`src/rtl/gated_reg_pkg.sv`:
```
// Shared types and constants for the gated register loader.
// Holds the sequencer state encoding and the default register width.
package gated_reg_pkg;

    localparam int unsigned DEF_DW = 15;

    typedef enum logic [2:0] {
        StIdle,
        StClear,
        StLoad,
        StCapt,
        StGap,
        StDone
    } gl_state_t;

    // Counter width that can hold v-1, never narrower than one bit.
    function automatic int unsigned clog2_min1(input int unsigned v);
        return (v <= 1) ? 1 : $clog2(v);
    endfunction

endpackage

```
`src/rtl/cyc_timer.sv`:
```
// Loadable down-counter; o_zero flags that the loaded interval has elapsed.
// Shared by the clear-hold and inter-word gap intervals of the loader.
module cyc_timer #(
    parameter int unsigned W = 2
) (
    input  logic         i_clk,
    input  logic         i_rst,
    input  logic         i_load,
    input  logic [W-1:0] i_value,
    output logic         o_zero
);

    logic [W-1:0] r_count;

    always_ff @(posedge i_clk) begin
        if (i_rst) begin
            r_count <= '0;
        end else if (i_load) begin
            r_count <= i_value;
        end else if (r_count != '0) begin
            r_count <= r_count - W'(1);
        end
    end

    assign o_zero = (r_count == '0);

endmodule

```
`src/rtl/gated_reg_loader.sv`:
```
// Sequencer for the clock-gated weight/activation register: section clears,
// then NWORDS handshaked words, each captured with a single-cycle l1 enable.
module gated_reg_loader
    import gated_reg_pkg::*;
#(
    parameter int unsigned DW      = DEF_DW,
    parameter int unsigned NWORDS  = 8,
    parameter int unsigned CLR_CYC = 2,
    parameter int unsigned GAP_CYC = 1
) (
    input  logic          i_clk,
    input  logic          i_rst,
    input  logic          i_start,
    input  logic          i_clr_lo_only,
    input  logic          i_src_valid,
    output logic          o_src_ready,
    input  logic [DW-1:0] i_src_data,
    output logic [DW-1:0] o_din,
    output logic          o_l1,
    output logic          o_rst15,
    output logic          o_rst7,
    output logic          o_busy,
    output logic          o_done
);

    localparam int unsigned TMAX = (CLR_CYC > GAP_CYC) ? CLR_CYC : GAP_CYC;
    localparam int unsigned TW   = clog2_min1(TMAX + 1);
    localparam int unsigned CW   = clog2_min1(NWORDS + 1);

    localparam logic [TW-1:0] CLR_VAL = TW'(CLR_CYC - 1);
    localparam logic [TW-1:0] GAP_VAL = (GAP_CYC > 0) ? TW'(GAP_CYC - 1) : '0;
    localparam logic [CW-1:0] LAST_CNT = CW'(NWORDS);

    gl_state_t      r_state;
    logic           r_lo_only;
    logic [CW-1:0]  r_cnt;
    logic [DW-1:0]  r_din;
    logic           r_l1;
    logic           r_rst15;
    logic           r_rst7;
    logic           r_busy;
    logic           r_done;

    logic           w_tmr_load;
    logic [TW-1:0]  w_tmr_value;
    logic           w_tmr_zero;
    logic           w_last;

    assign w_last = (r_cnt == LAST_CNT);

    // The timer is reloaded on the transitions into CLEAR and GAP only.
    always_comb begin
        w_tmr_load  = 1'b0;
        w_tmr_value = '0;
        if (r_state == StIdle && i_start) begin
            w_tmr_load  = 1'b1;
            w_tmr_value = CLR_VAL;
        end else if (r_state == StCapt && !w_last) begin
            w_tmr_load  = 1'b1;
            w_tmr_value = GAP_VAL;
        end
    end

    cyc_timer #(
        .W (TW)
    ) u_cyc_timer (
        .i_clk   (i_clk),
        .i_rst   (i_rst),
        .i_load  (w_tmr_load),
        .i_value (w_tmr_value),
        .o_zero  (w_tmr_zero)
    );

    always_ff @(posedge i_clk) begin
        if (i_rst) begin
            r_state   <= StIdle;
            r_lo_only <= 1'b0;
            r_cnt     <= '0;
            r_din     <= '0;
            r_l1      <= 1'b0;
            r_rst15   <= 1'b1;
            r_rst7    <= 1'b1;
            r_busy    <= 1'b0;
            r_done    <= 1'b0;
        end else begin
            r_l1   <= 1'b0;
            r_done <= 1'b0;
            unique case (r_state)
                StIdle: begin
                    if (i_start) begin
                        r_state   <= StClear;
                        r_lo_only <= i_clr_lo_only;
                        r_cnt     <= '0;
                        r_rst7    <= 1'b0;
                        r_rst15   <= i_clr_lo_only;
                        r_busy    <= 1'b1;
                    end
                end
                StClear: begin
                    if (w_tmr_zero) begin
                        r_state <= StLoad;
                        r_rst7  <= 1'b1;
                        r_rst15 <= 1'b1;
                    end else begin
                        r_rst7  <= 1'b0;
                        r_rst15 <= r_lo_only;
                    end
                end
                StLoad: begin
                    if (i_src_valid) begin
                        r_din   <= i_src_data;
                        r_l1    <= 1'b1;
                        r_cnt   <= r_cnt + CW'(1);
                        r_state <= StCapt;
                    end
                end
                StCapt: begin
                    if (w_last) begin
                        r_state <= StDone;
                        r_done  <= 1'b1;
                    end else if (GAP_CYC > 0) begin
                        r_state <= StGap;
                    end else begin
                        r_state <= StLoad;
                    end
                end
                StGap: begin
                    if (w_tmr_zero) begin
                        r_state <= StLoad;
                    end
                end
                StDone: begin
                    r_state <= StIdle;
                    r_busy  <= 1'b0;
                end
                default: begin
                    r_state <= StIdle;
                    r_busy  <= 1'b0;
                end
            endcase
        end
    end

    assign o_src_ready = (r_state == StLoad);
    assign o_din       = r_din;
    assign o_l1        = r_l1;
    assign o_rst15     = r_rst15;
    assign o_rst7      = r_rst7;
    assign o_busy      = r_busy;
    assign o_done      = r_done;

endmodule
```
`config.mk`:
```
export PLATFORM = sky130hd
export DESIGN_NAME = gated_reg_loader
export DESIGN_NICKNAME = d
export VERILOG_FILES = /design/src/rtl/gated_reg_pkg.sv /design/src/rtl/cyc_timer.sv /design/src/rtl/gated_reg_loader.sv
export SDC_FILE = /design/constraint.sdc
export NUM_CORES = 1
export LEC_CHECK = 0
export CAP_MARGIN = 20
export CORE_MARGIN = 3
export CORE_UTILIZATION = 30
export CTS_CLUSTER_SIZE = 20
export DETAILED_ROUTE_END_ITERATION = 8
export PLACE_DENSITY = 0.65
export SLEW_MARGIN = 0
export SYNTH_ARGS = -nofsm -noshare
export SYNTH_HDL_FRONTEND = slang
export SYNTH_HIERARCHICAL = 1
export SYNTH_SLANG_ARGS = --single-unit
```
`constraint.sdc`:
```
create_clock -name i_clk -period 2.46 [get_ports i_clk]
set_clock_uncertainty 0.15 [all_clocks]
set_input_delay 0.492 -clock i_clk [delete_from_list [all_inputs] [get_ports i_clk]]
set_output_delay 0.492 -clock i_clk [all_outputs]
set_load 0.005 [all_outputs]
```
; Word-level counts from Yosys, hierarchy flattened
; Index checks and enable logic that the tools add are counted.
[op_classes]
n_bitwise = 3
shift = 0
order_cmp = 0
multipliers = 0
n_reduce_logical = 19
eq_ne = 8
muxes = 23
n_div = 0
addsub = 2
[op_table]
columns = op, count
row1 = 3-bit case mux with 4 select lines, 1
row2 = 1-bit two-way mux, 11
row3 = 3-bit two-way mux, 3
row4 = 4-bit two-way mux, 2
row5 = 4-bit case mux with 2 select lines, 1
row6 = 2-bit AND reduction, 4
row7 = 2-bit nonzero test, 4
row8 = 3-bit by 2-bit equality test with 1-bit output (second input constant), 2
row9 = 1-bit case mux with 2 select lines, 3
row10 = 3-bit AND reduction, 2
row11 = 2-bit OR reduction, 3
row12 = 4-bit by 1-bit adder with 4-bit output (second input constant), 1
row13 = 4-bit equality test (second input constant), 1
row14 = 2-bit two-way mux, 2
row15 = 2-bit != test (second input constant), 2
row16 = 4-bit OR reduction, 1
row17 = 3-bit by 1-bit equality test with 1-bit output (second input constant), 1
row18 = 3-bit equality test (second input constant), 1
row19 = 3-bit logical NOT, 1
row20 = 1-bit NOT, 3
row21 = 1-bit logical AND, 2
row22 = 2-bit logical NOT, 1
row23 = 2-bit by 1-bit != test with 1-bit output (second input constant), 1
row24 = 2-bit by 1-bit subtractor with 2-bit output (second input constant), 1
row25 = 1-bit logical NOT, 1
[word_totals]
out_inout_bits = 21
latch_bits = 0
memories = 0
ramBits = 0
inputBits = 20
romBits = 0
elab_cells = 65
ff_bits = 30

; Logic depth before layout (Yosys ltp)
; Gate-level depths: netlist of the first run.
[logic_depth]
word_depth = 6
ltp_mapped = 7
mapped_depth_nobuf = 7

; Hierarchy
; Netlist of the first run, hierarchy kept.
[by_module_without_submodules]
columns = module, cells_each, n_inst, seq_area_each_um2, area_per_inst_um2
row1 = gated_reg_loader, 151, 1, 560.5, 1226.2
row2 = cyc_timer, 12, 1, 40.0, 121.4

; Worst setup path after synthesis of the first run
; OpenSTA, ideal clock, no wires.
[synth_timing]
kind = register to register
startpoint = register r_state[1]
endpoint = register r_rst15, in the netlist o_rst15
t_required_ns = 2.184
arrival_ns = 1.244
setup_time_ns = 0.126
stages_incl_launch_ff = 5
period_less_slack_ns = 1.520
setup_slack_ns = 0.940
n_path_buf = 1
cell_sequence = dfxtp_1 -> buf_6 -> or4b_4 -> a211oi_2 -> a21oi_1
[synth_via]
elab_chain_cells = 3
elab_cells_between_ends = 6
classes_between = eq/ne (2) / mux (1) / reduce/logical (3)
[synth_rtl]
columns = element, line
row1 = from (decl), gated_reg_loader.sv:34  ; gl_state_t r_state;
row2 = from (signal assigned), gated_reg_loader.sv:76  ; r_state <= StIdle;
row3 = from (signal assigned), gated_reg_loader.sv:91  ; r_state <= StClear;
row4 = from (signal assigned), gated_reg_loader.sv:101  ; r_state <= StLoad;
row5 = 3-bit by 1-bit equality test with 1-bit output / 3-bit logical NOT (equally long branches), gated_reg_loader.sv:88  ; unique case (r_state)
row6 = 2-bit nonzero test (no source line) / 2-bit != test (equally long branches), --
row7 = 2-bit AND reduction (no source line), --
row8 = to (signal assigned), gated_reg_loader.sv:95  ; r_rst15 <= i_clr_lo_only;
row9 = to (signal assigned), gated_reg_loader.sv:106  ; r_rst15 <= r_lo_only;
row10 = to (decl), gated_reg_loader.sv:39  ; logic r_rst15;
; Several ways; a longest one is shown, not always the timed one.
; A chain may end at the register's enable or synchronous reset.

; Worst setup path after layout of the first run
[layout_timing]
startpoint = register r_state[1]
endpoint = output o_src_ready
[layout_via]
elab_chain_cells = 1
[layout_rtl]
columns = element, line
row1 = 3-bit by 2-bit equality test with 1-bit output, gated_reg_loader.sv:144  ; assign o_src_ready = (r_state == StLoad);
row2 = to (decl), gated_reg_loader.sv:16  ; output logic o_src_ready,
; No other way between the ends.

==> results of run 1 <==
## cell families after synthesis
logic type,after synthesis
compound gates,38
mux,1
other cells,1
simple gates,65
fa+ha+maj,3
flops,30
xor+xnor,2
buf+inv,23
## final timing paths
path,from,end,slack [ps],cells after the start
hold / removal,o_din[6],o_din[6],310,2
setup / recovery,r_state[1],o_src_ready,220,2
hold reg to reg,o_din[6],o_din[6],310,2
setup reg to reg,r_cnt[0],u_cyc_timer/r_count[0],760,7
## Yosys cell counts (2+ instances only)
cell / count
a2111oi_0: 2
buf_4: 2
nor4b_1: 2
nor2_1: 6
ha_1: 3
nand4_1: 3
inv_1: 9
xor2_1: 2
nand3_1: 2
a31oi_1: 2
clkbuf_1: 4
nand2_1: 36
dfxtp_1: 30
buf_2: 5
nor3b_1: 2
nand3b_1: 3
o21ai_0: 3
a21oi_1: 23
o31ai_1: 3
nor2b_1: 3
## stage by stage
step / instances / hold WS, ps / utilization (%) / worst slack (ps)
floorplan: 163 / 286 / - / 940
global placement: 246 / 293 / 42.9 / 336
detailed placement: 246 / 296 / 42.9 / 330
CTS: 254 / 306 / 45.2 / 206
global route: 254 / 331 / 45.2 / 117
finish: 254 / 306 / 45.2 / 224
## registers in the layout, summed over array words and instances (netlist names)
register / count
o_rst7: 1
o_rst15: 1
o_din: 15
o_busy: 1
r_cnt: 4
o_done: 1
o_l1: 1
r_state: 3
r_lo_only: 1
u_cyc_timer/r_count: 2
## power breakdown
part           switching, W  internal, W
combinational      0.000240     0.000236
clock              0.000191     0.000224
sequential        0.0000337     0.000552
## per-layer routing
layer  share of wire [%]  wire (um)
met1                  48       1480
met5                   0          0
met2                  47       1450
met3                 4.9        152
met4                0.45         14
## worst min-delay path, stage by stage (launching register included)
cell	delay [ps]
dfxtp_1	310
nand2_1	50
a21oi_1	50
## area by class of cell
class	instances	area, um^2
fillers	415	2290
multi-input cells	110	644
flip-flops and latches	30	601
repair buffers	46	445
clock buffers	6	82.6
well taps	50	62.6
inverters	10	37.5
clock inverters	2	12.5
==> out/qor.yml, run 1 <==
status: "completed"
hold_violations: 0
cts_max_level: 2
gp_congestion: 0.734
post_cts.repair.setup_buffers: 0
avgSynthCellArea_um2: 8.27
p_per_area_nw_per_um2: 783
ys.flop_type: "dfxtp_1"
worstPathCellList: "nor3b_1 -> clkdlybuf4s50_1"
max_freq_mhz: 447
die_x_um: 73.0
finalCriticalPeriod_ps: 2240
synth_area_leaders: "dfxtp_1 45%, nand2_1 10%, a21oi_1 8.5%"
cp-end-kind: "output port"
design.die.area_um2: 5330
ctsHoldBuffers: 0
syn_area_um2: 1350
drt-initial-drc-count: 74
required_ps: 1820
period_share_pct: 90.9
synth-simple-area-share_pct: 24.6
grt.overflow.total: 0
routedWlPerCell_um: 12.2
synth.distinct_cells: 38
synthMuxAreaShare_pct: 0.743
final_cell_mix: "40 x clkdlybuf4s50_1, 36 x nand2_1, 30 x dfxtp_1"
synth-edff-count: 0
synth_compound_area_share_pct: 17.6
antenna_found_initial: 0
cp_top_family: "buffers and inverters"
synth_top_family_by_area: "simple AND/OR/NAND/NOR gates"
cts_resized: 0
grt_pass1_wl_um: 4970
cp_max_fo: 3
grt_pass1_vias: 1101
drc: 0
yosysWarnings: 6
synth_nets: 186
vias_per_cell: 4.74
root_buffer: "clkbuf_8"
synth-adder-area-share_pct: 2.79
placedInstanceArea_um2: 1790
port_buffers: 40
worst_path_largest_cell_delay_ps: 590
rsz0062_at_grt: "no"
async_reset_ff_share_pct: 0
grtUsageMet3_pct: 5.10
use_met1_pct: 15.0
post_synth_xor_area_fraction_pct: 1.30
path_buf_inv: 1
drv_slew: 0
cap_violations: 0
nets: 226
tns_ps: 0
drive_above_1_share_pct: 9.31
grt_max_degree: 33
hpwl_um: 2120
top_usage_layer: "met2"
ant_nets: 0
final_common_cell: "clkdlybuf4s50_1"
yosysSeqAreaShare_pct: 44.6
report.final.setup_viol: 0
crit_arrival_ps: 1590
cts_num_sinks: 30
drt_pass1_iterations: 4
drt-total-wl_um: 3100
syn-instance-count: 163
start_kind: "register"
use_met2_pct: 18.8
total_power_w: 0.00148
slowest_stage: "clkdlybuf4s50_1"
num_rows: 23
clock_path_buffers: 2
path_clk_slew_ps: 70
io_pins: 41
power.leakage_nw: 0.671
clock_latency_ps: 280
hp-class: "reg -> reg"
cts_tree: "built"
num_antenna_cells: 0
vias: 1205
ir_drop_mv: 0.311
yosys.area.top_type_share_pct: 44.6
critPathKind: "reg -> out"
synth_seq_cells: 30
start_util_pct: 32.3
yosysTopAreaCell: "dfxtp_1"
syn_to_final_growth_pct: 39.9
core_area_um2: 4170
die_h_um: 73.0
track_usage_pct: 12.1
numCtsBuffers: 5
design_area_um2: 1890
Note: power is estimated with default switching activity, not from simulation.
==> run 2: changes to the inputs <==
--- a/config.mk
+++ b/config.mk
@@ -6,11 +6,14 @@
 export NUM_CORES = 1
 export LEC_CHECK = 0
 export CAP_MARGIN = 20
+export CELL_PAD_IN_SITES_DETAIL_PLACEMENT = 1
+export CELL_PAD_IN_SITES_GLOBAL_PLACEMENT = 2
+export CORE_ASPECT_RATIO = 0.6
 export CORE_MARGIN = 3
-export CORE_UTILIZATION = 30
+export CORE_UTILIZATION = 26
 export CTS_CLUSTER_SIZE = 20
 export DETAILED_ROUTE_END_ITERATION = 8
-export PLACE_DENSITY = 0.65
+export PLACE_DENSITY = 0.88
 export SLEW_MARGIN = 0
 export SYNTH_ARGS = -nofsm -noshare
 export SYNTH_HDL_FRONTEND = slang
==> constraint.sdc (replaced) <==
create_clock -name i_clk -period 2.4 [get_ports i_clk]
set_clock_uncertainty 0.15 [all_clocks]
set_input_delay 0.48 -clock i_clk [delete_from_list [all_inputs] [get_ports i_clk]]
set_output_delay 0.48 -clock i_clk [all_outputs]
set_load 0.005 [all_outputs]
==> out/qor.yml, run 2 (synthesis gave the netlist of run 1 again) <==
start_util_pct: 28.2  # -4.1 points
drv_slew: 0  # unchanged
clock_path_buffers: 2  # unchanged
cp-end-kind: "output port"
design_area_um2: 1910  # +1.1%
cts_num_sinks: 30  # unchanged
crit_arrival_ps: 1540  # -50 ps
min_delay_path_depth: 2  # unchanged
r2r_end: "u_cyc_timer/r_count[0]"
root_buffer: "clkbuf_8"
holdPathEnd: "o_din[6]"
design.die.area_um2: 6110  # +15%
grt_pass1_vias: 1199  # +8.9%
period_share_pct: 90.4
grt_pass1_wl_um: 5840  # +17%
die_x_um: 98.9  # +35%
r2r_slack_ps: 680  # -80 ps
r2r_start: "r_cnt[0]"
nets: 227  # +0.44%
ir_drop_mv: 0.237  # -24%
cap_violations: 0  # unchanged
hpwl_um: 2520  # +19%
hp-start: "o_din[6]"
p_per_area_nw_per_um2: 796  # +1.7%
ant_nets: 0  # unchanged
syn_to_final_growth_pct: 41.4
hp-class: "reg -> reg"
placedInstanceArea_um2: 1810  # +1.3%
clock_latency_ps: 270  # about the same
final_cell_mix: "40 x clkdlybuf4s50_1, 36 x nand2_1, 30 x dfxtp_1"
cts_tree: "built"
seqPwrFrac_pct: 39.8  # about the same
worstSetupPathDepth: 2  # unchanged
port_buffers: 40  # unchanged
max_freq_mhz: 461
num_antenna_cells: 0  # unchanged
vias: 1218  # +1.1%
comb_power_share_pct: 33.1  # +0.9 points
num_rows: 19  # -17%
largest_reg_flops: 15  # unchanged
path_clk_slew_ps: 70  # about the same
final_common_cell: "clkdlybuf4s50_1"
reg2reg_depth: 7  # unchanged
start_kind: "register"
worst_path_largest_cell_delay_ps: 580  # about the same
post_cts.repair.setup_buffers: 0  # unchanged
io_pins: 41  # unchanged
grt.overflow.total: 0  # unchanged
ctsHoldBuffers: 0  # unchanged
cp_top_family: "buffers and inverters"
vias_per_cell: 4.54  # -4.2%
finalCriticalPeriod_ps: 2170
critPathKind: "reg -> out"
report.final.setup_viol: 0  # unchanged
grt_max_degree: 33  # unchanged
die_h_um: 61.8  # -15%
fin_util_pct: 39.9  # -5.3 points
tns_ps: 0  # unchanged
internal-power_w: 0.00104  # +2.8%
drt-total-wl_um: 3590  # +16%
clkPwrFrac_pct: 27.0  # -1.1 points
drc: 0  # unchanged
hold_violations: 0  # unchanged
track_usage_pct: 12.2  # +0.11 points
status: "completed"
drt-initial-drc-count: 53  # -28%
drt_pass1_iterations: 4  # unchanged
gp_congestion: 0.739  # +0.72%
path_buf_inv: 1  # unchanged
swShare_pct: 31.4  # -0.035 points
routedWlPerCell_um: 13.4  # +9.7%
power.leakage_nw: 0.677  # +0.87%
core_area_um2: 4780  # +15%
rsz0062_at_grt: "no"
worstPathCellList: "nor3b_1 -> clkdlybuf4s50_1"
antenna_found_initial: 0  # unchanged
required_ps: 1770  # -50 ps
cp_max_fo: 3  # unchanged
cts_max_level: 2  # unchanged
slowest_stage: "clkdlybuf4s50_1"
power.switching_w: 0.000477  # +2.6%
numCtsBuffers: 5  # unchanged
drive_above_1_share_pct: 9.27  # -0.045 points
cts_resized: 0  # unchanged
run 2: cell count changes in the layout (fill, tap and decap cells not counted):
cell	delta
clkbuf_1	+1
buf_4	+1
clkinvlp_4	-1
run 2: worst reg2reg max path: cells and delay by family, from the launching register on:
| family | cells | cell delay (ps) |
|---|---|---|
| simple gates | 3 | 570 |
| flops | 1 | 400 |
| compound gates | 2 | 230 |
| fa+ha+maj | 1 | 210 |
| buf+inv | 1 | 80 |
run 2: power by group through the flow:
| stage | logic [W] | registers, W | clock network, W |
|---|---|---|---|
| 4_1_cts | 0.000507 | 0.000605 | 0.000428 |
| 2_1_floorplan | 0.000315 | 0.000611 | 0 |
| 3_5_place_dp | 0.000502 | 0.000616 | 0 |
| 5_1_grt | 0.000561 | 0.000614 | 0.000457 |
| 6_report | 0.000502 | 0.000605 | 0.000410 |
| 3_3_place_gp | 0.000500 | 0.000615 | 0 |
run 2: worst max path at each step:
| stage | endpoint | start |
|---|---|---|
| after floorplan | o_rst15 | r_state[1] |
| after global placement | o_rst15 | i_start |
| after detailed placement | r_cnt[3] | i_src_valid |
| after CTS | o_src_ready | r_state[1] |
| after global routing | o_src_ready | r_state[0] |
| final | o_src_ready | r_state[1] |
run 2: cell type report:
class	count	area [um^2]
fill	566	2870
multi-input combinational	110	644
sequential	30	601
timing repair buffer	47	453
clock buffer	7	86.3
tap	63	78.8
inverter	10	37.5
clock inverter	1	5.00
run 2: per-layer routing:
layer  routed length (um)  vias to the layer above  track usage, %
met5                    0                        -               0
met1                 1950                      556            17.5
met3                  195                        0            4.46
li1                     -                      636               -
met2                 1440                       26            17.6
met4                    0                        0            2.92
run 2: stage by stage:
step                      cells  setup slack (ps)  total power (W)  hold WS (ps)
final                       268               231          0.00152           307
after global routing        268               143          0.00163           322
after CTS                   268               177          0.00154           311
after global placement      260               309          0.00111           292
after detailed placement    260               265          0.00112           303
after floorplan             163               880         0.000926           286
